`src/rtl/dot_product_pkg.sv`:
```
// Shared types and elaboration helpers for the row-by-vector MAC engine.
package dot_product_pkg;

  typedef enum logic [1:0] {
    IDLE  = 2'd0,
    ISSUE = 2'd1,
    DRAIN = 2'd2,
    DONE  = 2'd3
  } state_e;

  // Smallest accumulator that cannot overflow over a full row of products.
  function automatic int min_acc_w(input int pix_w, input int wgt_w,
                                   input int lanes, input int vec_len);
    return pix_w + wgt_w + 1 + $clog2(lanes * vec_len);
  endfunction

endpackage

```
`src/rtl/dot_product_engine_flex_counter.sv`:
```
// Up-counter with synchronous clear that wraps to zero after rollover_val.
module flex_counter #(
  parameter int NUM_CNT_BITS = 4
) (
  input  logic                    clk,
  input  logic                    n_rst,
  input  logic                    clear,
  input  logic                    count_enable,
  input  logic [NUM_CNT_BITS-1:0] rollover_val,
  output logic [NUM_CNT_BITS-1:0] count_out,
  output logic                    rollover_flag
);

  localparam logic [NUM_CNT_BITS-1:0] ONE = {{(NUM_CNT_BITS-1){1'b0}}, 1'b1};

  logic [NUM_CNT_BITS-1:0] count_d, count_q;

  always_comb begin
    count_d = count_q;
    if (clear) begin
      count_d = '0;
    end else if (count_enable) begin
      count_d = (count_q == rollover_val) ? '0 : count_q + ONE;
    end
  end

  always_ff @(posedge clk or negedge n_rst) begin
    if (!n_rst) count_q <= '0;
    else        count_q <= count_d;
  end

  assign count_out     = count_q;
  assign rollover_flag = (count_q == rollover_val);

endmodule

```
`src/rtl/dot_product_engine.sv`:
```
// Streams one weight row against the pixel vector from SRAM, LANES MACs per word,
// and emits a saturated or wrapped signed result per row (optionally all rows).
module dot_product_engine
  import dot_product_pkg::*;
#(
  parameter int LANES    = 2,
  parameter int PIX_W    = 8,
  parameter int WGT_W    = 16,
  parameter int VEC_LEN  = 392,
  parameter int NUM_ROWS = 10,
  parameter int MEM_LAT  = 1,
  parameter int ACC_W    = 36,
  parameter int OUT_W    = 16,
  parameter int PIX_BASE = 0,
  parameter int WGT_BASE = 0,
  parameter int PIX_AW   = 10,
  parameter int WGT_AW   = 12
) (
  input  logic                          clk,
  input  logic                          n_rst,
  input  logic                          start,
  input  logic                          all_rows,
  input  logic [$clog2(NUM_ROWS)-1:0]   row_select,
  input  logic                          sat_mode,
  input  logic [LANES*PIX_W-1:0]        pixel_value,
  input  logic [LANES*WGT_W-1:0]        weight_value,
  output logic                          rd_en,
  output logic [PIX_AW-1:0]             pixel_address,
  output logic [WGT_AW-1:0]             weight_address,
  output logic                          busy,
  output logic                          result_valid,
  output logic [OUT_W-1:0]              result,
  output logic [$clog2(NUM_ROWS)-1:0]   result_row,
  output logic                          overflow,
  output logic                          done
);

  localparam int ROW_W  = $clog2(NUM_ROWS);
  localparam int CNT_W  = $clog2(VEC_LEN + 1);
  localparam int PROD_W = PIX_W + WGT_W + 1;
  localparam int DRN_W  = $clog2(MEM_LAT + 1);
  localparam logic signed [ACC_W-1:0] OUT_MAX = {{(ACC_W-OUT_W+1){1'b0}}, {(OUT_W-1){1'b1}}};
  localparam logic signed [ACC_W-1:0] OUT_MIN = {{(ACC_W-OUT_W+1){1'b1}}, {(OUT_W-1){1'b0}}};

  if (ACC_W < min_acc_w(PIX_W, WGT_W, LANES, VEC_LEN)) begin : g_acc_w_check
    $error("dot_product_engine: ACC_W too small for LANES*VEC_LEN products");
  end

  // Returns {overflow, result} for a finished row sum.
  function automatic logic [OUT_W:0] fmt_result(input logic signed [ACC_W-1:0] a,
                                                input logic sat);
    logic ovf;
    logic [OUT_W-1:0] res;
    ovf = (a > OUT_MAX) || (a < OUT_MIN);
    res = a[OUT_W-1:0];
    if (sat && ovf) res = a[ACC_W-1] ? {1'b1, {(OUT_W-1){1'b0}}} : {1'b0, {(OUT_W-1){1'b1}}};
    return {ovf, res};
  endfunction

  state_e                    state_d, state_q;
  logic [ROW_W-1:0]          row_d, row_q;
  logic                      all_rows_d, all_rows_q;
  logic                      sat_d, sat_q;
  logic                      refill_d, refill_q;
  logic [DRN_W-1:0]          drain_d, drain_q;
  logic [MEM_LAT-1:0]        vld_sr_d, vld_sr_q;
  logic                      vld_p1_q;
  logic signed [ACC_W-1:0]   acc_d, acc_q;
  logic signed [ACC_W-1:0]   lane_sum;
  logic signed [PROD_W-1:0]  prod_p1_d [LANES];
  logic signed [PROD_W-1:0]  prod_p1_q [LANES];
  logic [OUT_W-1:0]          result_d, result_q;
  logic [ROW_W-1:0]          result_row_d, result_row_q;
  logic                      overflow_d, overflow_q;
  logic                      result_valid_d, result_valid_q;
  logic                      done_d, done_q;
  logic                      issuing, enter_issue, cnt_last, more_rows;
  logic [CNT_W-1:0]          cnt;

  // A row continued from DONE spends its first ISSUE cycle refilling before issuing.
  assign issuing     = (state_q == ISSUE) && !refill_q;
  assign enter_issue = (state_d == ISSUE) && (state_q != ISSUE);
  assign more_rows   = all_rows_q && (row_q != ROW_W'(NUM_ROWS - 1));

  flex_counter #(.NUM_CNT_BITS(CNT_W)) u_index_cnt (
    .clk           (clk),
    .n_rst         (n_rst),
    .clear         (enter_issue),
    .count_enable  (issuing),
    .rollover_val  (CNT_W'(VEC_LEN - 1)),
    .count_out     (cnt),
    .rollover_flag (cnt_last)
  );

  always_comb begin
    state_d        = state_q;
    row_d          = row_q;
    all_rows_d     = all_rows_q;
    sat_d          = sat_q;
    refill_d       = 1'b0;
    drain_d        = drain_q;
    result_d       = result_q;
    result_row_d   = result_row_q;
    overflow_d     = overflow_q;
    result_valid_d = 1'b0;
    done_d         = 1'b0;
    unique case (state_q)
      IDLE: if (start) begin
        state_d    = ISSUE;
        all_rows_d = all_rows;
        sat_d      = sat_mode;
        row_d      = all_rows ? '0 : row_select;
      end
      ISSUE: if (issuing && cnt_last) begin
        state_d = DRAIN;
        drain_d = '0;
      end
      DRAIN: if (drain_q == DRN_W'(MEM_LAT)) begin
        state_d                  = DONE;
        {overflow_d, result_d}   = fmt_result(acc_d, sat_q);
        result_row_d             = row_q;
        result_valid_d           = 1'b1;
        done_d                   = !more_rows;
      end else begin
        drain_d = drain_q + DRN_W'(1);
      end
      DONE: if (more_rows) begin
        state_d  = ISSUE;
        row_d    = row_q + ROW_W'(1);
        refill_d = 1'b1;
      end else begin
        state_d = IDLE;
      end
      default: state_d = IDLE;
    endcase
  end

  always_comb begin
    pixel_address  = PIX_AW'(PIX_BASE);
    weight_address = WGT_AW'(WGT_BASE);
    if (issuing) begin
      pixel_address  = PIX_AW'(PIX_BASE + int'(cnt));
      weight_address = WGT_AW'(WGT_BASE + int'(row_q) * VEC_LEN + int'(cnt));
    end
  end

  assign vld_sr_d = (vld_sr_q << 1) | MEM_LAT'(issuing);

  // Stage 1: per-lane zero-extended pixel times signed weight
  always_comb begin
    for (int l = 0; l < LANES; l++) begin
      prod_p1_d[l] = PROD_W'($signed({1'b0, pixel_value[l*PIX_W +: PIX_W]}))
                   * PROD_W'($signed(weight_value[l*WGT_W +: WGT_W]));
    end
  end

  always_ff @(posedge clk) begin
    prod_p1_q <= prod_p1_d;
  end

  // Stage 2: lane sum folded into the row accumulator
  always_comb begin
    lane_sum = '0;
    for (int l = 0; l < LANES; l++) lane_sum = lane_sum + ACC_W'(prod_p1_q[l]);
    acc_d = acc_q;
    if (enter_issue)   acc_d = '0;
    else if (vld_p1_q) acc_d = acc_q + lane_sum;
  end

  always_ff @(posedge clk or negedge n_rst) begin
    if (!n_rst) begin
      state_q        <= IDLE;
      row_q          <= '0;
      all_rows_q     <= 1'b0;
      sat_q          <= 1'b0;
      refill_q       <= 1'b0;
      drain_q        <= '0;
      vld_sr_q       <= '0;
      vld_p1_q       <= 1'b0;
      acc_q          <= '0;
      result_q       <= '0;
      result_row_q   <= '0;
      overflow_q     <= 1'b0;
      result_valid_q <= 1'b0;
      done_q         <= 1'b0;
    end else begin
      state_q        <= state_d;
      row_q          <= row_d;
      all_rows_q     <= all_rows_d;
      sat_q          <= sat_d;
      refill_q       <= refill_d;
      drain_q        <= drain_d;
      vld_sr_q       <= vld_sr_d;
      vld_p1_q       <= vld_sr_q[MEM_LAT-1];
      acc_q          <= acc_d;
      result_q       <= result_d;
      result_row_q   <= result_row_d;
      overflow_q     <= overflow_d;
      result_valid_q <= result_valid_d;
      done_q         <= done_d;
    end
  end

  assign rd_en        = issuing;
  assign busy         = (state_q != IDLE);
  assign result       = result_q;
  assign result_row   = result_row_q;
  assign overflow     = overflow_q;
  assign result_valid = result_valid_q;
  assign done         = done_q;

endmodule

```
`config.mk`:
```
export PLATFORM = sky130hd
export DESIGN_NAME = dot_product_engine
export DESIGN_NICKNAME = d
export VERILOG_FILES = /design/src/rtl/dot_product_pkg.sv /design/src/rtl/dot_product_engine_flex_counter.sv /design/src/rtl/dot_product_engine.sv
export SDC_FILE = /design/constraint.sdc
export NUM_CORES = 1
export LEC_CHECK = 0
export ABC_AREA = 1
export CORE_MARGIN = 5
export CORE_UTILIZATION = 40
export CTS_CLUSTER_DIAMETER = 200
export CTS_CLUSTER_SIZE = 10
export DETAILED_ROUTE_END_ITERATION = 10
export GPL_TIMING_DRIVEN = 0
export HOLD_SLACK_MARGIN = 0.03
export PLACE_DENSITY_LB_ADDON = 0.15
export SETUP_SLACK_MARGIN = 0.3
export SYNTH_ARGS = -nofsm -noshare
export SYNTH_HDL_FRONTEND = slang
export SYNTH_SLANG_ARGS = --single-unit
```
`constraint.sdc`:
```
create_clock -name clk -period 3.2 [get_ports clk]
set_input_delay 0.48 -clock clk [delete_from_list [all_inputs] [get_ports clk]]
set_output_delay 0.48 -clock clk [all_outputs]
set_load 0.005 [all_outputs]
```
# == Word level (Yosys, flattened, before mapping) ==
# Cells that the tools add are included.
# totals
inputBits,57
register_bits,130
wordCells,82
# op_classes
n_addsub,6
n_mux,27
n_reduce_logical,17
n_mul,3
n_eq_ne,10
n_lt_le_gt_ge,2
# op_table
operator,n
$mux 36,2
$mul 9x16->25,2
$add 36x26->36,1
$gt 36x16->1 const B,1
$lt 36x16->1 const B,1
$mux 9,4
$mux 16,2
$add 25x25->26,1
$add 12x9->12,1
$mux 12,1
$mux 4,3
$add 9x1->9 const B,1
$eq 9x9->1 const B,1
$mul 4x6->9 const B,1
$mux 1,9
$pmux 2 s4,1
$pmux 4 s2,1
$reduce_bool 2->1,4
$mux 2,3
$reduce_and 2->1,3
$logic_and 1x1->1,5
$add 4x1->4 const B,1
$eq 2x1->1 const B,2
$eq 2x2->1 const B,2
9 further kinds,12

# == Logic depth before layout (Yosys ltp) ==
# logic_depth
ltp_word,12
ltp_mapped,28

# == Hierarchy ==
# A second synthesis with hierarchy kept.
# unflattened
hier_cells,2497
hier_area_um2,18241.2
# modules_own_cells
mod,instances,cells_each,seq_area_each_um2,area_each_um2
dot_product_engine,1,2419,2777.7,17594.4
flex_counter,1,78,225.2,646.9

# == Worst setup path after synthesis ==
# Ideal clock, no wire load.
# synth_path
path_type,input-to-reg
from,input port pixel_value[2]
to,register prod_p1_q[49] in the netlist's numbering
cell_stages,19
arrival_time_ns,5.028
setup_ns,0.072
setup_slack_ns,-1.900
t_required_ns,3.128
path_cell_list,clkbuf_1 > clkbuf_1 > nand2_1 > fa_1 > fa_1 > fa_1 > fa_1 > inv_1 > ha_1 > a21oi_1 > o21ai_1 > a21boi_0 > o21ai_1 > a21oi_1 > o21ai_1 > a21boi_0 > o21ai_1 > a31oi_1 > xor2_1
# synth_rtl
item,line_no,text
from (decl),dot_product_engine.sv:25,"input logic [LANES*PIX_W-1:0] pixel_value,"
to (signal assigned),dot_product_engine.sv:158,prod_p1_q <= prod_p1_d;
to (decl),dot_product_engine.sv:71,logic signed [PROD_W-1:0] prod_p1_q [LANES];

==> results.toml <==
[outcome]
outcome = "finished, violations left"
violations = "setup timing"

[layout]
layout-drive-gt1-share = 0.173
final_util = 0.505
fillers = 4323
finalNetCount = 3060
antenna_cells = 0
synthToLayoutAreaGrowth_pct = 25.0
stdcell_count = 3218

[global_route]
grt-busiest-layer = "met2"
grt_start_max_net_pins = 67
grt_use_met1 = 0.281
grt_pass1_wl_microns = 79900
grt_overflow = 0
antenna_found_initial = 1
track_usage = 0.199
grt_pass1_vias = 15400
grt_util_met3 = 0.0245
grt_util_met2 = 0.334

[place]
place_inst = 3088
hpwl_microns = 39800
numPortBuffers = 54
routabilityCongestion = 0.941
preCtsSetupSlack_ns = -2.10

[sta]
fin_ws_ns = -1.12
finalSetupViolations = 55
finalCritPeriodShare = 1.35
timing.hold.ws_ns = 0.346
max_slew.worst_pin.slew_ns = 0.714
rsz0062_at_grt = "true"
max_freq_mhz = 231
drv_slew = 0
fin_crit_ns = 4.32
skew_ns = 0.0136
max_slew_margin = 0.524
hold_violations = 0

[yosys]
netlist_instances = 2441
synth.top_cells.by_count = "666 x nand2_1, 641 x inv_1, 241 x fa_1, 149 x ha_1, 141 x nor2_1"
synth_top_area_cell = "fa_1"
synth_fp_nets = 2888
yosysSeqAreaShare = 0.168
synth_warnings = 0
synth_cell_types = 47
synth_flop_cell = "dfrtp_1"
ys_top_cells_by_area = "fa_1 27%, nand2_1 14%, inv_1 13%, dfrtp_1 11%, ha_1 10%"
yosysTopAreaCellShare = 0.270
synth_edf_count = 0
synth-seq-cells = 130
synth-async-reset-ratio = 0.615
avgSynthCellArea_sq_um = 7.32
syn_area_sq_um = 17900
synth.most_common_cell = "nand2_1"

[detailed_routing]
drc = 0
routed_wl_microns = 48300
postRouteAntennaNets = 0
avgViaCountPerCell = 4.69
num_vias = 15100
drt-wirelength-per-cell_microns = 15.0
dr.pass1.iters = 5
drtIter0Drc = 931

[clock_network]
clk_latency_ns = 0.43
cts.clk_slew.worst_paths_ns = 0.07
cts_buffers = 17
cts_root_buffer = "clkbuf_16"
clockBufferDepth = 2
cts_sinks = 130
htreeDepth = 4
cts_tree = "done"

[flow_run]
maxCapViolations = 0

[critical_path]
cpLargestDelayFamily = "adder cells"
crit_top_cell = "fa_1"
crit_arrival_ns = 4.64
cp_data_required_time_ns = 3.52
cp-start-kind = "input pin"
end_kind = "flip-flop"
crit_path_cell_trace = "clkbuf_16 -> clkbuf_16 -> nand2_4 -> inv_2 -> fa_1 -> fa_1 -> inv_1 -> fa_1 -> inv_1 -> fa_1 -> ha_4 -> a21oi_2 -> a21boi_4 -> o21ai_4 -> a21oi_2 -> o21ai_2 -> a21boi_2 -> o21ai_2 -> a31oi_1 -> xor2_1"
criticalPathCategory = "input pin to flip-flop"
max_stage_delay_ns = 0.53
worstPathMaxFanout = 8
path_buf_inv = 5
slowest_stage = "fa_1"

[die]
core_sq_um = 44200
initial_core_util = 0.404
die_h_microns = 221
chipWidth_microns = 221
rows = 77
die-area_sq_um = 49000
pin_count = 104

[min_path]
min_path_type = "flip-flop to flip-flop"
## state kept, by name, summed over array words and instances, names as in the netlist, 2 cells and up
signal,flops
prod_p1_q,50
acc_q,36
result,16
u_index_cnt.count_out,9
result_row,4
row_q,4
state_q,2
## stage by stage
stage / TNS [ns] / area (sq um)
after detailed placement: -61.09 / 19900
after CTS: -31.29 / 21600
after global placement: -186.69 / 19800
final: -34.23 / 22300
after global routing: -45.07 / 22300
after floorplan: -29.30 / 18600
## worst paths after layout
kind	start	end	slack [ns]	depth (start not counted)
min in group asynchronous	n_rst	acc_q[27]	0.48	2
min reg2reg	vld_sr_q	vld_p1_q	0.35	0
max in group asynchronous	n_rst	row_q[1]	2.08	3
max reg2reg	prod_p1_q[49]	result[12]	-0.60	22
min	vld_sr_q	vld_p1_q	0.35	0
max	pixel_value[5]	prod_p1_q[49]	-1.12	20
## placed cells by master, fill, tap and decap left out, types with 48 or more instances in the layout
cell,n
fa_1,229
buf_4,82
ha_1,120
clkdlybuf4s50_1,48
a21oi_1,58
nand3_1,75
dfrtp_1,76
inv_1,608
nand2_1,614
nor2_1,136
## cell type report
type                    instances  area (sq um)  share of cell area
clock inverters                15           163             0.00728
plain buffers                  86           920              0.0412
inverters                     653          2450               0.110
well taps                     592           741              0.0332
clock buffers                  17           425              0.0190
repair buffers                153          1430              0.0642
multi-input cells            1572         13200               0.590
flip-flops and latches        130          3010               0.135
## cells by family after synthesis
family	Yosys count	synth area share
simple gates	944	0.213
buf+inv	739	0.158
fa+ha+maj	390	0.374
compound gates	168	0.0524
flops	130	0.168
xor+xnor	68	0.0333
other cells	1	0.000210
mux	1	0.000630
## timing repair
item                                    4_1_cts  5_1_grt
hold endpoints to repair                     14        0
pin swaps                                    56       67
gates cloned                                  2        0
gates resized for setup                     164      108
setup buffers                                52       43
endpoints found under the setup margin       64       82
hold buffers                                  1        0
## metal layers
layer	wire [microns]	share of wire
met1	22600	0.47
met2	23200	0.48
met3	1640	0.034
met4	870	0.018
met5	0	0
Power is left out: the tool's default activity adds up to more than one toggle a clock period on the data nets, which glitch-free logic cannot reach.
